==> config.mk <==
export PLATFORM = sky130hd
export DESIGN_NAME = pixel_mixer
export DESIGN_NICKNAME = d
export VERILOG_FILES = /design/src/rtl/pixel_mixer.sv
export SDC_FILE = /design/constraint.sdc
export NUM_CORES = 1
export LEC_CHECK = 0
export ABC_CLOCK_PERIOD_IN_PS = 6060
export CAP_MARGIN = 20
export CORE_MARGIN = 5
export CORE_UTILIZATION = 48
export CTS_BUF_LIST = sky130_fd_sc_hd__clkbuf_2 sky130_fd_sc_hd__clkbuf_4 sky130_fd_sc_hd__clkbuf_8
export CTS_CLUSTER_SIZE = 20
export DETAILED_ROUTE_END_ITERATION = 8
export GPL_TIMING_DRIVEN = 0
export PLACE_DENSITY = 0.95
export SLEW_MARGIN = 20
export SYNTH_ARGS = -nofsm -noshare
export SYNTH_HDL_FRONTEND = slang
export SYNTH_SLANG_ARGS = --single-unit
export TNS_END_PERCENT = 5
==> constraint.sdc <==
create_clock -name clk_in -period 6.06 [get_ports clk_in]
set_clock_uncertainty 0.05 [all_clocks]
set_input_delay 0.606 -clock clk_in [delete_from_list [all_inputs] [get_ports clk_in]]
set_output_delay 0.606 -clock clk_in [all_outputs]
set_load 0.03 [all_outputs]
==> src/rtl/pixel_mixer.sv <==
// Pixel mixer: pops background/sprite FIFO heads once per T-cycle, drops the SCX fine-scroll
// pixels, resolves priority, maps through the palettes and emits a registered shade and X.
module pixel_mixer #(
    parameter int unsigned X_MAX = 160
) (
    input  logic                       clk_in,
    input  logic                       rst_in,
    input  logic                       tclk_in,
    input  logic                       line_start_in,
    input  logic [7:0]                 SCX_in,
    input  logic                       bg_ena_in,
    input  logic                       sprite_ena_in,
    input  logic [7:0]                 BGP_in,
    input  logic [7:0]                 OBP0_in,
    input  logic [7:0]                 OBP1_in,
    input  logic [1:0]                 bg_pixel_in,
    input  logic                       bg_valid_in,
    output logic                       bg_rd_out,
    input  logic [1:0]                 sprite_pixel_in,
    input  logic                       sprite_valid_in,
    input  logic                       sprite_palette_in,
    input  logic                       sprite_priority_in,
    input  logic                       sprite_stall_in,
    output logic                       sprite_rd_out,
    output logic [1:0]                 shade_out,
    output logic [$clog2(X_MAX)-1:0]   X_out,
    output logic                       pixel_valid_out,
    output logic                       line_done_out
);

    localparam int unsigned XW = $clog2(X_MAX);
    localparam logic [XW-1:0] XLast = XW'(X_MAX - 1);

    typedef enum logic [1:0] {
        StIdle,
        StDiscard,
        StDraw,
        StDone
    } state_t;

    state_t          state_q;
    logic [2:0]      disc_q;
    logic [XW-1:0]   x_q;

    logic            active;
    logic            pop;
    logic [1:0]      bg_idx;
    logic            sprite_win;
    logic [1:0]      win_idx;
    logic [7:0]      win_pal;
    logic [1:0]      shade_d;

    // Only the fine-scroll bits matter; the coarse part is handled by the fetcher.
    logic            unused_scx;
    assign unused_scx = ^SCX_in[7:3];

    assign active = (state_q == StDiscard) || (state_q == StDraw);

    // A line start takes the cycle for itself, so nothing is popped alongside it.
    assign pop = tclk_in && bg_valid_in && !sprite_stall_in && active && !line_start_in;

    assign bg_rd_out     = pop;
    assign sprite_rd_out = pop && sprite_valid_in && (state_q == StDraw);

    assign bg_idx     = bg_ena_in ? bg_pixel_in : 2'd0;
    assign sprite_win = sprite_ena_in && sprite_valid_in && (sprite_pixel_in != 2'd0) &&
                        (!sprite_priority_in || (bg_idx == 2'd0));

    always_comb begin
        win_idx = bg_idx;
        win_pal = BGP_in;
        if (sprite_win) begin
            win_idx = sprite_pixel_in;
            win_pal = sprite_palette_in ? OBP1_in : OBP0_in;
        end
        shade_d = win_pal[{win_idx, 1'b0} +: 2];
    end

    always_ff @(posedge clk_in or negedge rst_in) begin
        if (!rst_in) begin
            state_q         <= StIdle;
            disc_q          <= 3'd0;
            x_q             <= '0;
            shade_out       <= 2'd0;
            X_out           <= '0;
            pixel_valid_out <= 1'b0;
            line_done_out   <= 1'b0;
        end else begin
            pixel_valid_out <= 1'b0;
            line_done_out   <= 1'b0;
            if (line_start_in) begin
                disc_q  <= SCX_in[2:0];
                x_q     <= '0;
                state_q <= (SCX_in[2:0] != 3'd0) ? StDiscard : StDraw;
            end else begin
                unique case (state_q)
                    StDiscard: begin
                        if (pop) begin
                            disc_q <= disc_q - 3'd1;
                            if (disc_q == 3'd1) begin
                                state_q <= StDraw;
                            end
                        end
                    end
                    StDraw: begin
                        if (pop) begin
                            shade_out       <= shade_d;
                            X_out           <= x_q;
                            pixel_valid_out <= 1'b1;
                            x_q             <= x_q + XW'(1);
                            if (x_q == XLast) begin
                                line_done_out <= 1'b1;
                                state_q       <= StDone;
                            end
                        end
                    end
                    StIdle, StDone: begin
                        state_q <= state_q;
                    end
                    default: state_q <= StIdle;
                endcase
            end
        end
    end

endmodule

==> summary.md <==
| Metric | Value |
|---|---|
| Final Slew Violations | `0` |
| Cts repair resizes | `0` |
| CP startpoint kind | `flip-flop` |
| Total number of vias | `1299` |
| Worst-path clk slew | `0.13 ns` |
| Max incr delay on CP | `0.67 ns` |
| Crit path time final | `3.48 ns` |
| Max H-tree Level | `1` |
| First-pass GRT wire length | `6.23 mm` |
| Worst reg2reg path endpoint | `X_out[4]$_DFFE_PN0P_` |
| Postcts setup bufs | `0` |
| Crit path DAT | `2.82 ns` |
| Slowest library cell on the worst path | `clkdlybuf4s50_1` |
| Pwr/cell area | `173 mW/mm²` |
| Placed Instances | `220` |
| WP depth | `7` |
| RSZ-0062 raised after global routing | `no` |
| ANT nets after route | `0` |
| Setup CP Type | `flip-flop to output pin` |
| Class of the worst hold path | `primary input to async pin` |
| Worst slack, placed | `2.69 ns` |
| Hold-fix buffer count after cts | `0` |
| DR WL/cell | `16.6 µm` |
| CTS max path bufs | `2` |
| Reg area | `626 µm²` |
| Width of the die | `65.6 µm` |
| Layout fillers | `226` |
| Grt ovf | `0` |
| Gate Count Post-Synth | `133` |
| Total GRT Usage | `0.185` |
| Final setup fails | `0` |
| Core area | `0.00300 mm²` |
| Fmax | `0.287 GHz` |
| Clock power frac | `0.218` |
| CP Cell Sequence | `inv_1, ha_1, nand4bb_1, nor3_4, clkbuf_8, and2_1, clkdlybuf4s50_1` |
| Post-synth ARST share | `1.00` |
| Net Count, Synth | `185` |
| Worst slew margin | `0.641` |
| Yosys cell types | `38` |
| Final net count | `244` |
| Status | `finished, final reports clean` |
| Synth-to-Final Area Change | `40.9%` |
| Pleak | `0.000929 µW` |
| WL met3 | `274 µm` |
| Worst Tran Pin Value | `0.538 ns` |
| DR vias/cell | `5.80` |
| Initial Util | `0.494` |
| TritonCTS clock tree | `built` |
| Crit. End Element | `output pin` |
| DRT met1 WL | `1.36 mm` |
| Crit path max fanout | `10` |
| Reg2Reg Depth | `6` |
| Die ar. | `0.00430 mm²` |
| CTS buffer count | `3` |
| Num rows | `20` |
| Avg Cell Area, Syn | `11.2 µm²` |
| Seq pwr share | `0.500` |
| CTS sink cnt | `25` |
| Worst Setup EP | `sprite_rd_out` |
| First DRT Iteration DRCs | `43` |
| Met2 wire len | `2.03 mm` |
| Drt total wl | `3.72 mm` |
| Count of port buffers added during placement | `54` |
| # diodes | `0` |
| Ys flop type | `dfrtp_1` |
| CTS Root Cell | `clkbuf_4` |
| Synth Cell Area | `0.00148 mm²` |
| Initial antenna violation count | `0` |
| Worst r2r src | `state_q[0]$_DFFE_PN0P_` |
| Pre-antenna DRT Iters | `5` |
| Worst reg-to-reg setup slack | `3.88 ns` |
| IO Count | `61` |
| Multi-input logic area | `805 µm²` |
| P_sw | `103 µW` |
| Max cap viols | `0` |
| Final WS setup | `2.58 ns` |
| Hold Vio Cnt, Final | `0` |
| Post-Route Utilization | `0.696` |
| Critical path startpoint | `state_q[0]$_DFFE_PN0P_` |
| Int Power | `259 µW` |
| Die Span Y | `65.6 µm` |
| Gpl congestion | `0.751` |
| Worst path bufs/invs | `3` |
| Finished Layout Cells | `224` |
| Clock latency on the worst-skew pair | `0.32 ns` |
| Top Metal Used | `met4` |
| Crit share post-route | `0.574` |
| Worst IR drop on VDD | `0.0759 mV` |
| Largest net degree at the start of global routing | `26` |
| Setup TNS | `0 ns` |
| Net Sw Frac | `0.284` |
| Post-route DRC | `0` |
| Layout cells sized above 1 | `0.120` |
| Flops & latches, synth | `25` |
| CP required | `5.40 ns` |
| Post-synthesis sequential area ratio | `0.422` |
| Vias in the first global route | `1409` |
| Logic pwr share | `0.281` |
| YS warnings | `0` |
| Dpl hpwl | `3.06 mm` |
| Post-synth EDFFs | `0` |
| Tot Pwr | `362 µW` |
| Crit-path leading delay family | `buffers and inverters` |
cell usage after synthesis, types with 4 or more instances:
master / number / area share
nand3_1: 5 / 0.017
xor2_1: 7 / 0.041
mux4_1: 4 / 0.071
and2_1: 4 / 0.017
nor2_1: 10 / 0.025
dfrtp_1: 25 / 0.42
nand4_1: 4 / 0.017
ha_1: 5 / 0.042
nand2_1: 6 / 0.015
mux2_2: 10 / 0.076
inv_1: 6 / 0.015
o21ai_0: 4 / 0.013
and3_1: 4 / 0.017
logic make-up (layout without fill, tap and decap cells):
logic type | Yosys count | in the layout | synth area share
fa+ha+maj | 5 | 5 | 0.0422
buf+inv | 11 | 69 | 0.0363
simple gates | 45 | 45 | 0.175
flops | 25 | 25 | 0.422
compound gates | 23 | 23 | 0.117
mux | 16 | 16 | 0.160
xor+xnor | 8 | 8 | 0.0472
placed cells by master (no fill, tap or decap), types with 2 or more instances in the layout:
| cell type | count |
|---|---|
| a21oi_1 | 3 |
| a221o_2 | 2 |
| a31oi_1 | 3 |
| and2_1 | 4 |
| and3_1 | 4 |
| buf_2 | 3 |
| clkbuf_1 | 2 |
| clkbuf_4 | 4 |
| clkdlybuf4s50_1 | 53 |
| dfrtp_1 | 25 |
| ha_1 | 5 |
| inv_1 | 6 |
| mux2_2 | 10 |
| mux2i_1 | 2 |
| mux4_1 | 4 |
| nand2_1 | 6 |
| nand3_1 | 5 |
| nand4_1 | 4 |
| nor2_1 | 10 |
| nor3_1 | 2 |
| o2111ai_1 | 2 |
| o211a_1 | 2 |
| o21ai_0 | 4 |
| o31ai_1 | 2 |
| or3_1 | 3 |
| xor2_1 | 7 |
power by group through the flow:
stage          Sequential (µW)  Combinational [µW]  Clock (µW)
2_1_floorplan              192                40.2           0
3_3_place_gp               184                95.6           0
3_5_place_dp               184                 102           0
4_1_cts                    181                 102        78.3
5_1_grt                    182                 110        84.6
6_report                   181                 102        78.9
final cells by class:
type	instances	area share
sequential	25	0.299
clock buffer	4	0.0144
buffer	5	0.0150
tap	33	0.0197
inverter	6	0.0108
multi-input combinational	97	0.385
timing repair buffer	54	0.256
stage by stage:
stage	area [µm²]	hold slack, ns
after detailed placement	2070	0.449
after floorplan	1480	0.260
after CTS	2100	0.479
final	2090	0.195
after global placement	2070	0.439
after global routing	2090	0.225
worst min-delay path by stage:
stage                               from                    end  slack, ns  cells past startpoint
global route                      rst_in  disc_q[0]$_DFFE_PN0P_       0.22                      1
floorplan                         rst_in   X_out[0]$_DFFE_PN0P_       0.26                      0
global placement    X_out[1]$_DFFE_PN0P_   X_out[1]$_DFFE_PN0P_       0.44                      1
detailed placement  X_out[2]$_DFFE_PN0P_   X_out[2]$_DFFE_PN0P_       0.45                      1
CTS                 X_out[3]$_DFFE_PN0P_   X_out[3]$_DFFE_PN0P_       0.48                      1
finish                            rst_in   X_out[0]$_DFFE_PN0P_       0.19                      1
per-layer routing:
metal,vias up,GRT usage
li1,619,-
met1,620,0.198
met2,55,0.348
met3,5,0.0462
met4,0,0.0648
met5,-,0
worst register-to-register path: cells and delay by family (launching register included):
kind / cells / cell delay (ns)
simple gates: 2 / 0.66
mux: 1 / 0.33
flops: 1 / 0.40
fa+ha+maj: 1 / 0.33
buf+inv: 2 / 0.31
state kept, by name, indices dropped and copies added (netlist names):
register / cells
X_out: 8
x_q: 8
disc_q: 3
shade_out: 2
state_q: 2
line_done_out: 1
pixel_valid_out: 1
(Power assumes the default switching activity.)
==> variant 1 (config.mk and constraints unchanged) <==
Set the parameter `X_MAX` to 320 (it was 160).
--- a/src/rtl/pixel_mixer.sv
+++ b/src/rtl/pixel_mixer.sv
@@ -3,3 +3,3 @@
 module pixel_mixer #(
-    parameter int unsigned X_MAX = 160
+    parameter int unsigned X_MAX = 320
 ) (
Ports: changed (resized X_out); port bits go from 61 to 62. The function was not compared with the original's and may differ.
==> variant 1 against the original RTL <==
Hold slack improved by 18 ps. Worst setup slack got worse by 84 ps. Sequential cell count grew 2. Total power increased by 0.84%. Area after synthesis up 0.25%. Final area is 1.0% higher. Synthesized cell count rose by 3.8%. Wire length fell by 0.30%. Critical path type unchanged. Highest routed layer unchanged.
==> variant 1: results (changes against the original RTL) <==
synthesis:
  synth_fp_nets: 190  # +2.7%
  netlist_instances: 138  # +3.8%
  yosysSeqAreaShare: 0.454  # +0.0326
  async_flop_share: 1.00  # unchanged
  synth_area_leaders: "dfrtp_1 45%, mux2_2 6.8%, mux4_2 6.1%, ha_1 4.2%, nor2_1 4.0%"
  yosysUniqueCellTypes: 35  # -7.9%
  yosys_warnings: 0  # unchanged
  netlist_top_cells_count: "27 x dfrtp_1, 16 x nor2_1, 14 x nand2_1"
drt:
  drtIter0Drc: 72  # +67%
  m1WireLength_mm: 1.36  # -0.51%
  route.met3.wl_um: 329  # +20%
  wl_mm: 3.70  # -0.30%
  vias_per_cell: 5.59  # -3.6%
  top_layer: "met4"
  drt_pre_antenna_iters: 4  # -1
  dr_total_vias: 1292  # -0.54%
  route.met2.wl_mm: 2.00  # -1.6%
global_route:
  grt_use_met1: 0.188  # -0.0106
  track_usage: 0.181  # -0.00367
  grt_use_met3: 0.0513  # +0.00513
  grt_pass1_vias: 1400  # -0.64%
  grt_max_degree: 28  # +7.7%
  use_met2: 0.360  # +0.0128
  grt_pass1_wl_mm: 6.13  # -1.5%
cells_and_area:
  syn_to_final_growth_pct: 42.0
  fillCellCount: 221  # -2.2%
  fin_nets: 251  # +2.9%
  drive_above_1_share: 0.121  # +0.000793
  top_regs: "X_out: 9 flops, x_q: 9 flops, disc_q: 3 flops"
sta:
  relSlewSlack: 0.610  # -0.0317
place:
  postPlaceCellArea_mm2: 0.00208  # +0.91%
  port_buffers: 56  # +3.7%
  dp_slack_ps: 2580  # -106 ps
  dp_hpwl_mm: 3.10  # +1.3%
  place_congestion: 0.895  # +19%
  dp.cells: 227  # +3.2%
worst_setup_path:
  critPathArrivalTime_ps: 2910  # +90 ps
  cpPeakStageDelay_ps: 670  # about the same
  cp_max_fo: 10  # unchanged
  cp_top_family: "simple AND/OR/NAND/NOR gates"
  cp_slowest_cell: "clkdlybuf4s50_1"
power_and_ir_drop:
  power_switching_mw: 0.100  # -2.3%
  p_leak_nw: 0.895  # -3.6%
  irDropWorstVdd_mv: 0.0877  # +16%
clocking:
  cts_buffer_depth: 2  # unchanged
  root_buffer: "clkbuf_4"
  numCtsBuffers: 3  # unchanged
  cts-htree-levels: 1  # unchanged
  clk_pin_slew_ps: 140
  cts_resized: 0  # unchanged
  cts_setup_buffers: 0  # unchanged
run_status:
  status: "finished clean"
## variant 1: cell types whose count changed after synthesis, moves of 3 or more
cell,change
nand2_1,+8
mux4_2,+4
nand3_1,+5
xnor2_1,+4
and3_1,-3
nor2_1,+6
and2_1,-3
or3_1,-3
mux4_1,-4
## variant 1: power by group through the flow
stage,clock [mW],sequential [mW],combinational (mW)
after CTS,0.0774,0.194,0.0964
final,0.0748,0.194,0.0961
after detailed placement,0,0.197,0.0962
after global routing,0.0868,0.194,0.105
after floorplan,0,0.205,0.0354
after global placement,0,0.196,0.0919
## variant 1: area by class of cell
class / instances / share of cell area
clock buffers: 3 / 0.0107
well taps: 33 / 0.0195
inverters: 5 / 0.00889
clock inverters: 1 / 0.00237
repair buffers: 56 / 0.263
plain buffers: 3 / 0.00889
flip-flops and latches: 27 / 0.320
multi-input cells: 103 / 0.367
## variant 1: kinds of logic after synthesis
| kind of cell | count (synthesis) | synth area share |
|---|---|---|
| compound gates | 20 | 0.109 |
| xor+xnor | 10 | 0.0589 |
| fa+ha+maj | 5 | 0.0421 |
| buf+inv | 8 | 0.0252 |
| flops | 27 | 0.454 |
| mux | 14 | 0.135 |
| simple gates | 54 | 0.175 |
## variant 1: worst paths after layout
kind	start	endpoint	slack, ps	cells past startpoint
hold / removal	rst_in	disc_q[2]$_DFFE_PN0P_	210	1
setup reg to reg	state_q[0]$_DFFE_PN0P_	X_out[5]$_DFFE_PN0P_	3790	7
max in group asynchronous	rst_in	x_q[0]$_DFFE_PN0P_	5360	1
hold reg to reg	X_out[7]$_DFFE_PN0P_	X_out[7]$_DFFE_PN0P_	480	1
setup / recovery	state_q[0]$_DFFE_PN0P_	sprite_rd_out	2500	8
min in group clk_in	X_out[7]$_DFFE_PN0P_	X_out[7]$_DFFE_PN0P_	480	1
==> variant 2 (config.mk and constraints unchanged) <==
Made on the original files. Encoding of `state_t`: now Gray code (2 bits for 4 states).
--- a/src/rtl/pixel_mixer.sv
+++ b/src/rtl/pixel_mixer.sv
@@ -34,6 +34,6 @@
     typedef enum logic [1:0] {
-        StIdle,
-        StDiscard,
-        StDraw,
-        StDone
+        StIdle    = 2'b00,
+        StDiscard = 2'b01,
+        StDraw    = 2'b11,
+        StDone    = 2'b10
     } state_t;
Formal check against the unedited RTL: no difference found for any inputs over 10 cycles, from zero or initial values and one cycle with rst_in low; not proved beyond that.
==> variant 2 against the original RTL <==
Worst setup slack got worse by 29 ps. Total power down 5.1%. Final area down 4.1%. Critical path depth is 1 lower. Core utilization up 2.4 points. Clock power decreased by 1%. Cell count is 4.9% lower. Sequential cell count stayed put. Area after synthesis down 5.6%. Wire length decreased by 7.3%.
==> variant 2: results (changes against the original RTL) <==
synthesis:
  netlist_top_cells_count: "25 x dfrtp_1, 11 x mux2_2, 10 x nor2_1"
  yosysUniqueCellTypes: 37  # -2.6%
  avgSynthCellArea_um2: 11.3  # +1.2%
  synth_area_leaders: "dfrtp_1 45%, mux2_2 8.8%, mux4_1 7.5%, a21oi_1 2.9%, ha_1 2.7%"
  synthAdderAreaFrac: 0.0268  # -0.0153
  yosysSeqAreaShare: 0.447  # +0.0252
  synth_fp_nets: 174  # -5.9%
  synth_compound_gate_area_share: 0.138  # +0.0204
  synth_xor_area_frac: 0.0188  # -0.0285
  yosys-mux-area-fraction: 0.178  # +0.0176
global_route:
  grt_pass1_vias: 1317  # -6.5%
  track_usage: 0.178  # -0.00738
  grt_pass1_wl_mm: 5.86  # -6.0%
place:
  dp.cells: 209  # -5.0%
  place_congestion: 0.754  # +0.49%
  dp_slack_ps: 2530  # -157 ps
power_and_ir_drop:
  p_total_mw: 0.343  # -5.1%
  irDropWorstVdd_mv: 0.141  # +85%
  clkPwrFrac: 0.227  # +0.009
  p_leak_nw: 0.834  # -10%
  swShare: 0.262  # -0.0214
drt:
  wl_mm: 3.44  # -7.3%
  drt_pre_antenna_iters: 4  # -1
  avgRoutedWirePerCell_um: 16.2  # -2.5%
  vias_per_cell: 5.84  # +0.71%
  drtIter0Drc: 70  # +63%
cells_and_area:
  n_all_inverters: 4  # -2
  layout.nonclk_buf_frac: 0.279  # +0.00793
  drive_above_1_share: 0.126  # +0.00595
  multi_input_area_share: 0.367  # -0.0178
  final_area_mm2: 0.00200  # -4.1%
  multi_input_gates: 91  # -6.2%
  clock_area_frac: 0.0150  # +0.000619
  nNonClkBuffers: 58  # -1.7%
  fin_nets: 233  # -4.5%
clocking:
  cts_resized: 0  # unchanged
sta:
  worstMarginPinSlew_ps: 585  # +47.4 ps
worst_setup_path:
  critPathArrivalTime_ps: 2850  # +30 ps
die:
  die_area_mm2: 0.00410  # -4.8%
run_status:
  status: "finished clean"
==> variant 2: layer usage <==
layer,vias to the layer above,part of all wire,global-route usage
met2,58,0.54,0.332
met4,0,0.014,0.0675
met3,4,0.088,0.0490
li1,593,-,-
met5,-,0,0
met1,589,0.36,0.186
==> variant 2: critical path, stage by stage <==
cell and delay (ps):
clkdlybuf4s50_1 410, nand4b_2 250, nor3b_2 550, buf_6 220
and2_1 130, clkdlybuf4s50_1 680
==> variant 2: path summary, 6_finish.rpt <==
kind	end	depth (start not counted)	slack, ps	from
setup / recovery	sprite_rd_out	6	2550	sprite_stall_in
hold / removal	X_out[6]$_DFFE_PN0P_	1	200	rst_in
max in group asynchronous	X_out[5]$_DFFE_PN0P_	1	5410	rst_in
min in group clk_in	X_out[5]$_DFFE_PN0P_	1	470	X_out[5]$_DFFE_PN0P_
setup reg to reg	X_out[4]$_DFFE_PN0P_	4	4240	state_q[0]$_DFFE_PN0P_
hold reg to reg	X_out[5]$_DFFE_PN0P_	1	470	X_out[5]$_DFFE_PN0P_
